$ cat src/rtl/ps2_tx.sv
// PS/2 host-to-device transmitter: sends one command byte over open-collector clock/data enables.
// Build macro PS2_TX_RETRY_EN: a failed send is retried up to two more times before tx_error.
module ps2_tx #(
  parameter int CLK_HZ         = 25000000,
  parameter int INHIBIT_US     = 100,
  parameter int TIMEOUT_US     = 15000,
  parameter int BIT_TIMEOUT_US = 2000
) (
  input  logic       clk,
  input  logic       reset,
  input  logic       ps2_clk_i,
  input  logic       ps2_data_i,
  output logic       ps2_clk_oe,
  output logic       ps2_data_oe,
  input  logic [7:0] tx_data,
  input  logic       tx_valid,
  output logic       tx_ready,
  output logic       busy,
  output logic       tx_done,
  output logic       tx_error,
  output logic [1:0] err_code
);
  localparam int CYC_PER_US = CLK_HZ / 1000000;
  localparam int INH_CYC    = CYC_PER_US * INHIBIT_US;
  localparam int TO_CYC     = CYC_PER_US * TIMEOUT_US;
  localparam int BIT_CYC    = CYC_PER_US * BIT_TIMEOUT_US;
  localparam int MAX_A      = (INH_CYC > BIT_CYC) ? INH_CYC : BIT_CYC;
  localparam int MAX_CYC    = (TO_CYC > MAX_A) ? TO_CYC : MAX_A;
  localparam int CNT_W      = $clog2(MAX_CYC + 1);
  localparam logic [CNT_W-1:0] INH_LAST = CNT_W'(INH_CYC - 1);
  localparam logic [CNT_W-1:0] TO_LAST  = CNT_W'(TO_CYC - 1);
  localparam logic [CNT_W-1:0] BIT_LAST = CNT_W'(BIT_CYC - 1);

  localparam logic [3:0] IDLE      = 4'd0;
  localparam logic [3:0] INHIBIT   = 4'd1;
  localparam logic [3:0] START     = 4'd2;
  localparam logic [3:0] REQ       = 4'd3;
  localparam logic [3:0] SEND      = 4'd4;
  localparam logic [3:0] ACK       = 4'd5;
  localparam logic [3:0] WAIT_IDLE = 4'd6;
  localparam logic [3:0] DONE      = 4'd7;
  localparam logic [3:0] FAIL      = 4'd8;

  localparam logic [1:0] ERR_NONE  = 2'd0;
  localparam logic [1:0] ERR_NACK  = 2'd1;
  localparam logic [1:0] ERR_START = 2'd2;
  localparam logic [1:0] ERR_BIT   = 2'd3;

  function automatic logic majority(input logic [3:0] hist, input logic prev);
    int ones;
    ones = $countones(hist);
    if (ones >= 3) return 1'b1;
    if (ones <= 1) return 1'b0;
    return prev;
  endfunction

  function automatic logic [CNT_W-1:0] sat_inc(input logic [CNT_W-1:0] v);
    return (&v) ? v : v + 1'b1;
  endfunction

  logic             clk_sync_p0, clk_sync_p1, data_sync_p0, data_sync_p1;
  logic [3:0]       clk_hist_p2, data_hist_p2;
  logic             clk_f, data_f, clk_f_d, clk_fall;
  logic [3:0]       state;
  logic [9:0]       frame;
  logic [3:0]       bit_idx;
  logic [CNT_W-1:0] to_cnt, gap_cnt;
  logic             data_oe_q;
  logic             fail_now;
  logic [1:0]       fail_code;
`ifdef PS2_TX_RETRY_EN
  logic [1:0]       retry_cnt;
`endif

  // p0/p1: two-flop synchronizers; p2: 4-sample history feeding the hysteretic majority filter
  always_ff @(posedge clk) begin
    if (reset) begin
      clk_sync_p0  <= 1'b1;
      clk_sync_p1  <= 1'b1;
      data_sync_p0 <= 1'b1;
      data_sync_p1 <= 1'b1;
      clk_hist_p2  <= 4'hF;
      data_hist_p2 <= 4'hF;
      clk_f        <= 1'b1;
      data_f       <= 1'b1;
      clk_f_d      <= 1'b1;
    end else begin
      clk_sync_p0  <= ps2_clk_i;
      clk_sync_p1  <= clk_sync_p0;
      data_sync_p0 <= ps2_data_i;
      data_sync_p1 <= data_sync_p0;
      clk_hist_p2  <= {clk_hist_p2[2:0], clk_sync_p1};
      data_hist_p2 <= {data_hist_p2[2:0], data_sync_p1};
      clk_f        <= majority(clk_hist_p2, clk_f);
      data_f       <= majority(data_hist_p2, data_f);
      clk_f_d      <= clk_f;
    end
  end

  assign clk_fall = clk_f_d & ~clk_f;

  // Timeouts are checked ahead of the edge handling so an expiry beats a coincident edge.
  always_comb begin
    fail_now  = 1'b0;
    fail_code = ERR_NONE;
    if (state == REQ || state == SEND || state == ACK) begin
      if (to_cnt == TO_LAST) begin
        fail_now  = 1'b1;
        fail_code = ERR_START;
      end else if (state != REQ && gap_cnt == BIT_LAST) begin
        fail_now  = 1'b1;
        fail_code = ERR_BIT;
      end else if (state == ACK && clk_fall && data_f) begin
        fail_now  = 1'b1;
        fail_code = ERR_NACK;
      end
    end
  end

  always_ff @(posedge clk) begin
    if (state == IDLE && tx_valid) frame <= {1'b1, ~^tx_data, tx_data};
  end

  always_ff @(posedge clk) begin
    if (reset) begin
      state     <= IDLE;
      data_oe_q <= 1'b0;
      err_code  <= ERR_NONE;
      bit_idx   <= 4'd0;
      to_cnt    <= '0;
      gap_cnt   <= '0;
`ifdef PS2_TX_RETRY_EN
      retry_cnt <= 2'd0;
`endif
    end else if (fail_now) begin
      err_code  <= fail_code;
      data_oe_q <= 1'b0;
`ifdef PS2_TX_RETRY_EN
      if (retry_cnt != 2'd2) begin
        retry_cnt <= retry_cnt + 1'b1;
        to_cnt    <= '0;
        state     <= INHIBIT;
      end else begin
        state <= FAIL;
      end
`else
      state <= FAIL;
`endif
    end else begin
      case (state)
        IDLE: begin
          data_oe_q <= 1'b0;
          if (tx_valid) begin
            err_code <= ERR_NONE;
            to_cnt   <= '0;
            state    <= INHIBIT;
`ifdef PS2_TX_RETRY_EN
            retry_cnt <= 2'd0;
`endif
          end
        end
        INHIBIT: begin
          if (to_cnt == INH_LAST) begin
            data_oe_q <= 1'b1;
            state     <= START;
          end else begin
            to_cnt <= sat_inc(to_cnt);
          end
        end
        START: begin
          to_cnt  <= '0;
          bit_idx <= 4'd0;
          state   <= REQ;
        end
        REQ: begin
          to_cnt <= sat_inc(to_cnt);
          if (clk_fall) begin
            data_oe_q <= ~frame[0];
            bit_idx   <= 4'd1;
            gap_cnt   <= '0;
            state     <= SEND;
          end
        end
        SEND: begin
          to_cnt <= sat_inc(to_cnt);
          if (clk_fall) begin
            data_oe_q <= ~frame[bit_idx];
            bit_idx   <= bit_idx + 1'b1;
            gap_cnt   <= '0;
            if (bit_idx == 4'd9) state <= ACK;
          end else begin
            gap_cnt <= sat_inc(gap_cnt);
          end
        end
        ACK: begin
          to_cnt <= sat_inc(to_cnt);
          if (clk_fall) begin
            gap_cnt <= '0;
            state   <= WAIT_IDLE;
          end else begin
            gap_cnt <= sat_inc(gap_cnt);
          end
        end
        WAIT_IDLE: begin
          if ((clk_f && data_f) || gap_cnt == BIT_LAST) state <= DONE;
          else gap_cnt <= sat_inc(gap_cnt);
        end
        DONE:    state <= IDLE;
        FAIL:    state <= IDLE;
        default: state <= IDLE;
      endcase
    end
  end

  assign ps2_clk_oe  = (state == INHIBIT) || (state == START);
  assign ps2_data_oe = data_oe_q;
  assign tx_ready    = (state == IDLE);
  assign busy        = (state != IDLE);
  assign tx_done     = (state == DONE);
  assign tx_error    = (state == FAIL);
endmodule
$ cat config.mk
export PLATFORM = sky130hd
export DESIGN_NAME = ps2_tx
export DESIGN_NICKNAME = d
export VERILOG_FILES = /design/src/rtl/ps2_tx.sv
export SDC_FILE = /design/constraint.sdc
export NUM_CORES = 1
export LEC_CHECK = 0
export ABC_CLOCK_PERIOD_IN_PS = 3700
export BUFFER_PORTS_ARGS = -buffer_cell sky130_fd_sc_hd__clkbuf_2
export CORE_UTILIZATION = 38
export CTS_BUF_LIST = sky130_fd_sc_hd__clkbuf_4 sky130_fd_sc_hd__clkbuf_8
export DETAILED_ROUTE_END_ITERATION = 10
export GPL_TIMING_DRIVEN = 0
export MAX_ROUTING_LAYER = met4
export PLACE_DENSITY = 0.53
export SETUP_SLACK_MARGIN = 0.02
export SYNTH_ARGS = -nofsm -noshare
export SYNTH_HDL_FRONTEND = slang
export SYNTH_SLANG_ARGS = --single-unit
$ cat constraint.sdc
create_clock -name clk -period 3.7 [get_ports clk]
set_clock_uncertainty 0.15 [all_clocks]
set_input_delay 0.37 -clock clk [delete_from_list [all_inputs] [get_ports clk]]
set_output_delay 0.37 -clock clk [all_outputs]
set_load 0.02 [all_outputs]
==> results of run 1 <==
per-stage QoR:
| step | utilization, % | instances |
|---|---|---|
| after CTS | 43.9 | 662 |
| after global routing | 43.9 | 662 |
| after floorplan | - | 491 |
| after global placement | 42.0 | 646 |
| after detailed placement | 42.0 | 646 |
| final | 43.9 | 662 |
per-layer routing:
| layer | track usage [%] | wire [µm] |
|---|---|---|
| met5 | - | 0 |
| met4 | 9.92 | 240 |
| met3 | 2.94 | 546 |
| met2 | 29.8 | 4670 |
| met1 | 27.4 | 5180 |
synth_stat cells, types with 8 or more instances:
master	number	share of area, %
a21oi_1	50	6.1
a31oi_1	10	1.5
and3_1	8	1.2
clkbuf_1	22	2.0
dfxtp_1	64	31
edfxtp_1	9	6.6
ha_1	12	3.7
inv_1	14	1.3
nand2_1	30	2.7
nand3_1	24	2.9
nand4_1	17	2.6
nor2_1	28	2.6
nor3_1	16	1.9
o21ai_0	18	2.2
o31ai_1	25	4.6
or2_2	18	2.7
or4_1	24	4.4
layout make-up:
cell class / instances / area share [%]
Clock inverter: 5 / 1.18
Inverter: 14 / 1.15
Clock buffer: 11 / 3.17
Buffer: 30 / 2.87
Timing Repair Buffer: 19 / 2.08
Multi-Input combinational cell: 374 / 51.9
Tap cell: 136 / 3.72
Sequential cell: 73 / 33.9
state kept, by name (all words and copies together) (netlist names):
| signal | flops |
|---|---|
| data_f | 1 |
| clk_f_d | 1 |
| gap_cnt | 19 |
| clk_sync_p1 | 1 |
| clk_hist_p2 | 4 |
| to_cnt | 19 |
| data_sync_p0 | 1 |
| clk_f | 1 |
| data_hist_p2 | 4 |
| data_sync_p1 | 1 |
| err_code | 2 |
| state | 4 |
| ps2_data_oe | 1 |
| frame | 9 |
| bit_idx | 4 |
| clk_sync_p0 | 1 |
worst max path at each step:
| stage | from | to | depth (start not counted) |
|---|---|---|---|
| floorplan | state[0] | gap_cnt[13] | 9 |
| global route | to_cnt[6] | to_cnt[7] | 8 |
| CTS | state[2] | to_cnt[18] | 7 |
| detailed placement | state[2] | to_cnt[18] | 7 |
| finish | state[2] | to_cnt[14] | 7 |
| global placement | state[2] | to_cnt[18] | 7 |
cells by family (layout without fill, tap and decap cells):
| group | count (synthesis) | in the layout | synth area share [%] |
|---|---|---|---|
| AOI/OAI and AO/OA | 128 | 128 | 19.1 |
| buffers and inverters | 44 | 79 | 4.47 |
| and+or+nand+nor | 221 | 221 | 31.0 |
| DFF | 73 | 73 | 37.7 |
| muxes | 4 | 4 | 1.58 |
| adders and majority gates | 14 | 14 | 4.63 |
| xor gates and xnor gates | 7 | 7 | 1.49 |
worst max-delay path, delay by kind of cell, from the launching register on:
family / cells / cell delay (ns)
AO/OA/AOI/OAI: 5 / 2.19
flip-flops: 1 / 0.39
buffers and inverters: 2 / 0.48
where the power goes:
| group | switching, mW | total, mW | internal, mW |
|---|---|---|---|
| Sequential | 0.0104 | 0.837 | 0.827 |
| Combinational | 0.146 | 0.219 | 0.0732 |
| Clock | 0.304 | 0.640 | 0.335 |
==> implementation parameters, run 1 <==
Parameter                              Value

Layout
  Commonest non-fill, non-tap cells in the layout    64 x dfxtp_1, 50 x a21oi_1, 30 x nand2_1
  Combined area of the multi-input logic cells    2380 µm²
  Antenna diodes    0
  Number of filler instances in the final layout    1054
  Most common cell after layout, fill and taps aside    dfxtp_1
  Area growth syn-to-layout    11.3%
  Storage cell area    1550 µm²
  Ratio of cells with drive above 1 in the final layout    12.5%
  Final #Nets    548
  Final Cell Area    4580 µm²

Timing
  Upper clock frequency limit    295 MHz
  Total negative setup slack    0 ns
  Final worst slack    0.307 ns
  Count of final max-slew check failures    0
  Final number of setup-violating endpoints    0
  Period minus WS final    3.39 ns
  Unrepaired setup endpoints after global routing    false
  Final worst hold slack    0.0440 ns
  Relative max-transition margin    26.0%
  Post-route clock period utilization    91.7%
  Final-report hold violation count    0
  Measured slew at the worst slew-check pin    1.10 ns

CTS
  Clock tree from TritonCTS    built
  Number of gates given a new drive strength after cts    0
  Bufs on Longest Clock Path    2
  Clock sink total    73
  H-tree Lvls    3
  Buffer type at the clock tree root    clkbuf_8
  Count of hold buffers inserted by post-cts repair    0
  Number of setup buffers added after CTS    0
  Clock slew at the register clock pins of the worst setup and hold paths    0.08 ns
  Number of buffers created by CTS    9
  Clock latency on the worst-skew pair    0.35 ns

Worst setup path
  WP data arrival    3.43 ns
  Startpoint Class    register
  Critical Path Fanout Max    10
  Worst reg-to-reg setup slack    0.31 ns
  Critical Setup Path Class    register to register
  CP endpoint kind    register
  Number of cells on the worst reg-to-reg path    7
  Worst flop-to-flop path endpoint    to_cnt[14]
  Slowest-stage cell, CP    o31ai_1
  Reg-to-reg startpoint    state[2]
  Largest stage delay, worst path    0.92 ns
  Worst Path Required    3.74 ns
  Cells traversed along the worst timing path    clkbuf_1 -> o21ai_0 -> o41a_1 -> o21ai_1 -> buf_2 -> o31ai_1 -> a21oi_1

Drt
  Number of DRC violations after detailed-routing iteration 0    268
  Vias/cell    5.81
  # DRC    0
  Post-route ant nets    0
  Drt first pass iters    5
  Avg WL per Cell    16.1 µm
  Detailed-route via count    3846
  Wire length after detailed routing    10600 µm

Synth
  Sequential fraction of the synthesis area    37.7%
  Number of warnings printed during yosys synthesis    0
  Cell Area, Synth    4110 µm²
  Distinct cells, synth    53
  Synth Register Bits    73
  Async S/R FF share, synth    0%
  Most common flop cell mapped by yosys    dfxtp_1
  Gate count after technology mapping    491
  Per-instance average area after synthesis    8.37 µm²
  Syn_nets    518
  Number of enable-type register cells in the synthesized netlist    9

Place
  Pre-CTS WS    0.440 ns
  Placer Congestion    0.930
  Post-detail-place hpwl    7630 µm
  Post-detailed-placement cell area    4380 µm²
  Number of port buffers    19

Power and ir drop
  Total power per unit cell area    371 nW/µm²
  Leakage power summed over all cells    1.52 nW
  Overall power of the completed layout    1.70 mW
  Worst-case vdd ir drop    146 µV

Die
  Die Footprint    11200 µm²
  Chip Width    106 µm
  Placeable core region    10400 µm²
  Count of pins on the block boundary    21
  Starting utilization of the core area    39.5%
  Y dimension of the die    106 µm
  Cell row count    37

Global route
  Global-route wire length before repair    17500 µm
  Number of antenna violations at the first check in global routing    0
  Largest net degree at the start of global routing    13
  GRT Overall Usage    20.3%
  Residual overflow from global routing    0
  Number of global-route vias before repair    3565

Worst hold path
  Worst min-delay path category    primary input to register
  Hold-critical path endpoint    data_sync_p0
  Cell depth of the worst hold path    2
  Hold wc startpoint    ps2_data_i

Outcome
  Status    completed

Run
  Total of max-cap violations    0
Power figures use the tool's default switching activity.
==> run 2: changes to the inputs <==
Settings changed: CORE_MARGIN set to 2.
==> run 2 against run 1 <==
  * Utilization about the same
  * Highest routed layer unchanged
  * Critical endpoint is now to_cnt[18]
  * Combinational power hardly changed
  * First-iteration DRC count decreased by 20%
  * Power is 0.30% higher
  * Clock power rose by 0.9%
  * Via count up 0.18%
  * Sequential power is essentially flat
  * Worst hold slack worse by 0.0025 ns
==> implementation parameters, run 2 (synthesis gave the netlist of run 1 again) <==
Parameter                              Value

Outcome
  Status    completed

Layout
  Combined area of the multi-input logic cells    2380 µm² (unchanged)
  Number of filler instances in the final layout    1049 (-0.47%)
  Antenna diodes    0 (unchanged)
  Area growth syn-to-layout    11.3% (about the same)
  Biggest registers after layout    gap_cnt: 19 flops, to_cnt: 19 flops, frame: 9 flops
  Final #Nets    548 (unchanged)
  Storage cell area    1550 µm² (unchanged)
  Commonest non-fill, non-tap cells in the layout    64 x dfxtp_1, 50 x a21oi_1, 30 x nand2_1
  Finished Layout Cells    662 (unchanged)
  Ratio of cells with drive above 1 in the final layout    12.5% (unchanged)
  Most common cell after layout, fill and taps aside    dfxtp_1

Global route
  Number of antenna violations at the first check in global routing    0 (unchanged)
  Number of global-route vias before repair    3564 (-0.028%)
  Residual overflow from global routing    0 (unchanged)
  Largest net degree at the start of global routing    13 (unchanged)
  Global-route wire length before repair    17600 µm (+0.35%)
  GRT Overall Usage    19.8% (-0.50 points)

Place
  Placed instance count    646 (unchanged)
  Number of port buffers    19 (unchanged)
  Post-detail-place hpwl    7660 µm (+0.47%)
  Placer Congestion    0.924 (-0.66%)

Power and ir drop
  Combinational group share of total power    12.8% (about the same)
  Total power per unit cell area    372 nW/µm² (+0.28%)
  Relative contribution of sequential cells to total power    49.2% (-0.2 points)
  Overall power of the completed layout    1.70 mW (+0.30%)
  Switching share of power    27.4% (+0.25 points)
  Clk pwr share    38.0% (+0.3 points)
  Worst-case vdd ir drop    198 µV (+36%)
  Switching pwr    0.466 mW (+1.2%)
  Internal portion of total power    1.24 mW (about the same)
  Leakage power summed over all cells    1.51 nW (-0.28%)

Timing
  Period minus WS final    3.33 ns (-0.0665 ns)
  Upper clock frequency limit    301 MHz (+2.0%)
  Final-report hold violation count    0 (unchanged)
  Count of final max-slew check failures    0 (unchanged)
  Unrepaired setup endpoints after global routing    false
  Measured slew at the worst slew-check pin    1.03 ns (-0.0710 ns)
  Post-route clock period utilization    89.9% (-1.8 points)
  Relative max-transition margin    30.8% (+4.8 points)
  Final number of setup-violating endpoints    0 (unchanged)
  Total negative setup slack    0 ns (unchanged)

Worst setup path
  WP data arrival    3.39 ns (-0.04 ns)
  CP endpoint kind    register
  Family with the most delay on the worst path    compound AO/OA/AOI/OAI gates
  Crit path launch    state[2]
  Startpoint Class    register
  Critical Setup Path Class    register to register
  Reg-to-reg startpoint    state[2]
  Slowest-stage cell, CP    o31ai_1
  Largest stage delay, worst path    0.87 ns (-0.05 ns)
  Worst Path Required    3.76 ns (+0.02 ns)
  Cells traversed along the worst timing path    clkbuf_1 -> o21ai_0 -> o41a_1 -> o21ai_1 -> buf_2 -> o31ai_1 -> nor2_1
  Number of buffers and inverters on the critical path    2 (unchanged)
  Critical Path Fanout Max    10 (unchanged)

Die
  Chip Width    108 µm (+1.9%)
  Y dimension of the die    108 µm (+1.9%)
  Placeable core region    10400 µm² (unchanged)
  Count of pins on the block boundary    21 (unchanged)
  Starting utilization of the core area    39.5% (unchanged)
  Die Footprint    11700 µm² (+3.8%)
  Cell row count    37 (unchanged)

Drt
  Wire length after detailed routing    10700 µm (+0.72%)
  Avg WL per Cell    16.2 µm (+0.72%)
  Detailed-route via count    3853 (+0.18%)
  # DRC    0 (unchanged)
  Drt first pass iters    5 (unchanged)
  Number of DRC violations after detailed-routing iteration 0    215 (-20%)
  Post-route ant nets    0 (unchanged)
  Vias/cell    5.82 (+0.18%)

Worst hold path
  Hold wc startpoint    ps2_data_i
  Worst min-delay path category    primary input to register

CTS
  Clock latency on the worst-skew pair    0.35 ns (about the same)
  Clock tree from TritonCTS    built
  Bufs on Longest Clock Path    2 (unchanged)
  Count of hold buffers inserted by post-cts repair    0 (unchanged)
  Number of buffers created by CTS    9 (unchanged)
  Clock sink total    73 (unchanged)
  H-tree Lvls    3 (unchanged)
  Buffer type at the clock tree root    clkbuf_8
  Number of setup buffers added after CTS    0 (unchanged)
  Number of gates given a new drive strength after cts    0 (unchanged)
  Clock slew at the register clock pins of the worst setup and hold paths    0.08 ns (about the same)

Run
  Total of max-cap violations    0 (unchanged)
run 2: changes by cell type in the layout (fill, tap and decap cells not counted):
cell	previous run	this run
clkinvlp_4	1	2
inv_4	1	0
run 2: metal layers:
layer  wire [µm]  GRT usage [%]
met5           0              -
met1        5230           27.7
met3         633           4.04
met4         259           9.16
met2        4590           27.3
run 2: worst paths after layout:
path / end / slack, ns / cells after the start
max reg2reg: to_cnt[18] / 0.37 / 7
min reg2reg: clk_sync_p1 / 0.26 / 1
max: to_cnt[18] / 0.37 / 7
min: data_sync_p0 / 0.04 / 2
run 2: final cells by class:
class	instances	area share [%]
repair buffers	19	2.08
plain buffers	30	2.87
clock inverters	5	1.20
flip-flops and latches	73	33.9
well taps	136	3.72
multi-input cells	374	51.9
clock buffers	11	3.17
inverters	14	1.15
run 2: stage by stage:
stage	setup slack [ns]	instance area (µm²)	hold slack (ns)	util, %
final	0.373	4580	0.0415	43.9
after global placement	0.451	4380	0.242	42.0
after detailed placement	0.454	4380	0.245	42.0
after CTS	0.442	4580	0.0233	43.9
after floorplan	1.08	4110	0.239	-
after global routing	0.148	4580	0.0212	43.9
run 2: power groups by stage:
stage / registers [mW] / logic, mW / clock network, mW
floorplan: 0.856 / 0.148 / 0
global placement: 0.855 / 0.218 / 0
detailed placement: 0.856 / 0.217 / 0
CTS: 0.837 / 0.218 / 0.665
global route: 0.840 / 0.239 / 0.708
finish: 0.837 / 0.218 / 0.646
==> run 3: changes to the inputs <==
Settings changed: CELL_PAD_IN_SITES_DETAIL_PLACEMENT set to 2, CELL_PAD_IN_SITES_GLOBAL_PLACEMENT set to 2, CTS_CLUSTER_DIAMETER set to 50, PLACE_DENSITY 0.53 to 0.79.
==> run 3 against run 2 <==
  * Register-to-register slack worse by 0.09 ns
  * Sequential cell count unchanged
  * Sequential share of layout area down 0.38 points
  * Non-clock buffer count up 2
  * Wire length up 33%
  * Final area up 1.1%
  * Clock-buffer cell count down 2
  * Critical endpoint unchanged
  * Highest routed layer unchanged
==> implementation parameters, run 3 (synthesis gave the netlist of run 1 again) <==
Parameter                              Value

Timing
  Post-route clock period utilization    92.4% (+2.5 points)
  Final-report hold violation count    0 (unchanged)
  Relative max-transition margin    30.2% (-0.62 points)
  Period minus WS final    3.42 ns (+0.0924 ns)
  Unrepaired setup endpoints after global routing    false
  Final worst slack    0.281 ns (-0.0924 ns)
  Total negative setup slack    0 ns (unchanged)
  Final number of setup-violating endpoints    0 (unchanged)
  Count of final max-slew check failures    0 (unchanged)
  Measured slew at the worst slew-check pin    1.04 ns (+0.00919 ns)
  Upper clock frequency limit    292 MHz (-2.7%)

CTS
  Buffer type at the clock tree root    clkbuf_8
  Clock sink total    73 (unchanged)
  Number of buffers created by CTS    9 (unchanged)
  Clock tree from TritonCTS    built
  Clock latency on the worst-skew pair    0.38 ns (+0.03 ns)
  Bufs on Longest Clock Path    2 (unchanged)
  Clock slew at the register clock pins of the worst setup and hold paths    0.09 ns (about the same)
  H-tree Lvls    3 (unchanged)

Drt
  Number of DRC violations after detailed-routing iteration 0    154 (-28%)
  Detailed-route via count    4006 (+4.0%)
  Vias/cell    6.03 (+3.7%)
  Post-route ant nets    0 (unchanged)
  Drt first pass iters    4 (-1)
  Wire length after detailed routing    14200 µm (+33%)
  Avg WL per Cell    21.4 µm (+32%)
  # DRC    0 (unchanged)

Die
  Placeable core region    10400 µm² (unchanged)
  Chip Width    108 µm (unchanged)
  Cell row count    37 (unchanged)
  Starting utilization of the core area    39.5% (unchanged)
  Count of pins on the block boundary    21 (unchanged)
  Y dimension of the die    108 µm (unchanged)
  Die Footprint    11700 µm² (unchanged)

Place
  Number of port buffers    19 (unchanged)
  Post-detailed-placement cell area    4380 µm² (unchanged)
  Pre-CTS WS    0.305 ns (-0.150 ns)
  Placed instance count    646 (unchanged)
  Placer Congestion    0.854 (-7.5%)
  Post-detail-place hpwl    9980 µm (+30%)

Worst setup path
  Slowest-stage cell, CP    o31ai_1
  Cells traversed along the worst timing path    clkbuf_1 -> o21ai_0 -> o41a_1 -> o21ai_1 -> buf_2 -> o31ai_1 -> nor2_1
  Largest stage delay, worst path    0.88 ns (about the same)
  CP endpoint kind    register
  Worst Path Required    3.79 ns (+0.03 ns)
  WP data arrival    3.51 ns (+0.12 ns)
  Critical Setup Path Class    register to register
  Critical Path Fanout Max    10 (unchanged)
  Startpoint Class    register

Worst hold path
  Worst min-delay path category    primary input to register

Layout
  Final #Nets    550 (+0.36%)
  Ratio of cells with drive above 1 in the final layout    12.7% (+0.14 points)
  Biggest registers after layout    gap_cnt: 19 flops, to_cnt: 19 flops, frame: 9 flops
  Area growth syn-to-layout    12.6%
  Most common cell after layout, fill and taps aside    dfxtp_1
  Final core utilization    44.4% (+0.49 points)
  Antenna diodes    0 (unchanged)
  Number of filler instances in the final layout    1172 (+12%)
  Commonest non-fill, non-tap cells in the layout    64 x dfxtp_1, 50 x a21oi_1, 30 x nand2_1
  Final Cell Area    4630 µm² (+1.1%)
  Finished Layout Cells    664 (+0.30%)

Power and ir drop
  Leakage power summed over all cells    1.53 nW (+1.1%)
  Total power per unit cell area    391 nW/µm² (+5.3%)
  Worst-case vdd ir drop    287 µV (+44%)

Global route
  Number of global-route vias before repair    4264 (+20%)
  Largest net degree at the start of global routing    15 (+2)
  Residual overflow from global routing    0 (unchanged)
  Global-route wire length before repair    22800 µm (+30%)
  Number of antenna violations at the first check in global routing    0 (unchanged)
  GRT Overall Usage    26.4% (+6.6 points)

Outcome
  Status    completed

Run
  Total of max-cap violations    0 (unchanged)
[run 3: cell types whose count changed in the layout (fill, tap and decap cells not counted)]
cell and delta:
clkbuf_4 -1, clkbuf_8 -1, bufinv_16 +1, nor4_2 +1, dlygate4sd3_1 +2, clkinv_2 -2, nor4_1 -1, clkinv_4 +1
inv_6 +2
[run 3: area by class of cell]
class | count | area (µm²) | share of cell area (%)
clock buffers | 9 | 124 | 2.68
well taps | 136 | 170 | 3.68
multi-input cells | 374 | 2380 | 51.5
inverters | 14 | 52.6 | 1.14
repair buffers | 21 | 115 | 2.49
flip-flops and latches | 73 | 1550 | 33.5
plain buffers | 30 | 131 | 2.84
clock inverters | 7 | 101 | 2.19
[run 3: repair_timing]
action | in CTS | in global routing
buffers inserted | 0 | 0
setup endpoints to repair | 0 | 3
endpoints found under the hold margin | 2 | 0
gates resized for setup | 0 | 1
hold buffers | 2 | 0
[run 3: layer usage]
layer / up-vias / GRT usage (%) / share of wire (%)
met5: - / - / 0
li1: 1911 / - / -
met1: 2008 / 32.2 / 46
met2: 62 / 43.9 / 49
met3: 25 / 4.82 / 2.9
met4: 0 / 9.43 / 2.4
[run 3: worst paths after layout]
check,start,end,slack (ns),cells past startpoint
worst max-delay path,state[2],to_cnt[18],0.28,7
worst min-delay path,tx_data[0],frame[0],0.05,1
worst max register to register,state[2],to_cnt[18],0.28,7
worst min register to register,clk_sync_p1,clk_hist_p2[0],0.27,1
[run 3: stage by stage]
| step | hold WS [ns] | total power [mW] |
|---|---|---|
| after floorplan | 0.239 | 1.00 |
| after global placement | 0.241 | 1.07 |
| after detailed placement | 0.257 | 1.09 |
| after CTS | 0.0206 | 1.83 |
| after global routing | 0.0275 | 1.88 |
| final | 0.0458 | 1.81 |
[run 3: critical path: cells and delay by family (launching register included)]
kind	cells	cell delay (ns)
flip-flops	1	0.40
buffers and inverters	2	0.52
AO/OA/AOI/OAI	4	2.09
AND/OR/NAND/NOR	1	0.11
[run 3: report_power, final]
part | internal (mW) | switching, mW | leakage (nW)
clock network | 0.385 | 0.350 | 0.106
registers | 0.827 | 0.0142 | 0.604
logic | 0.0751 | 0.159 | 0.821
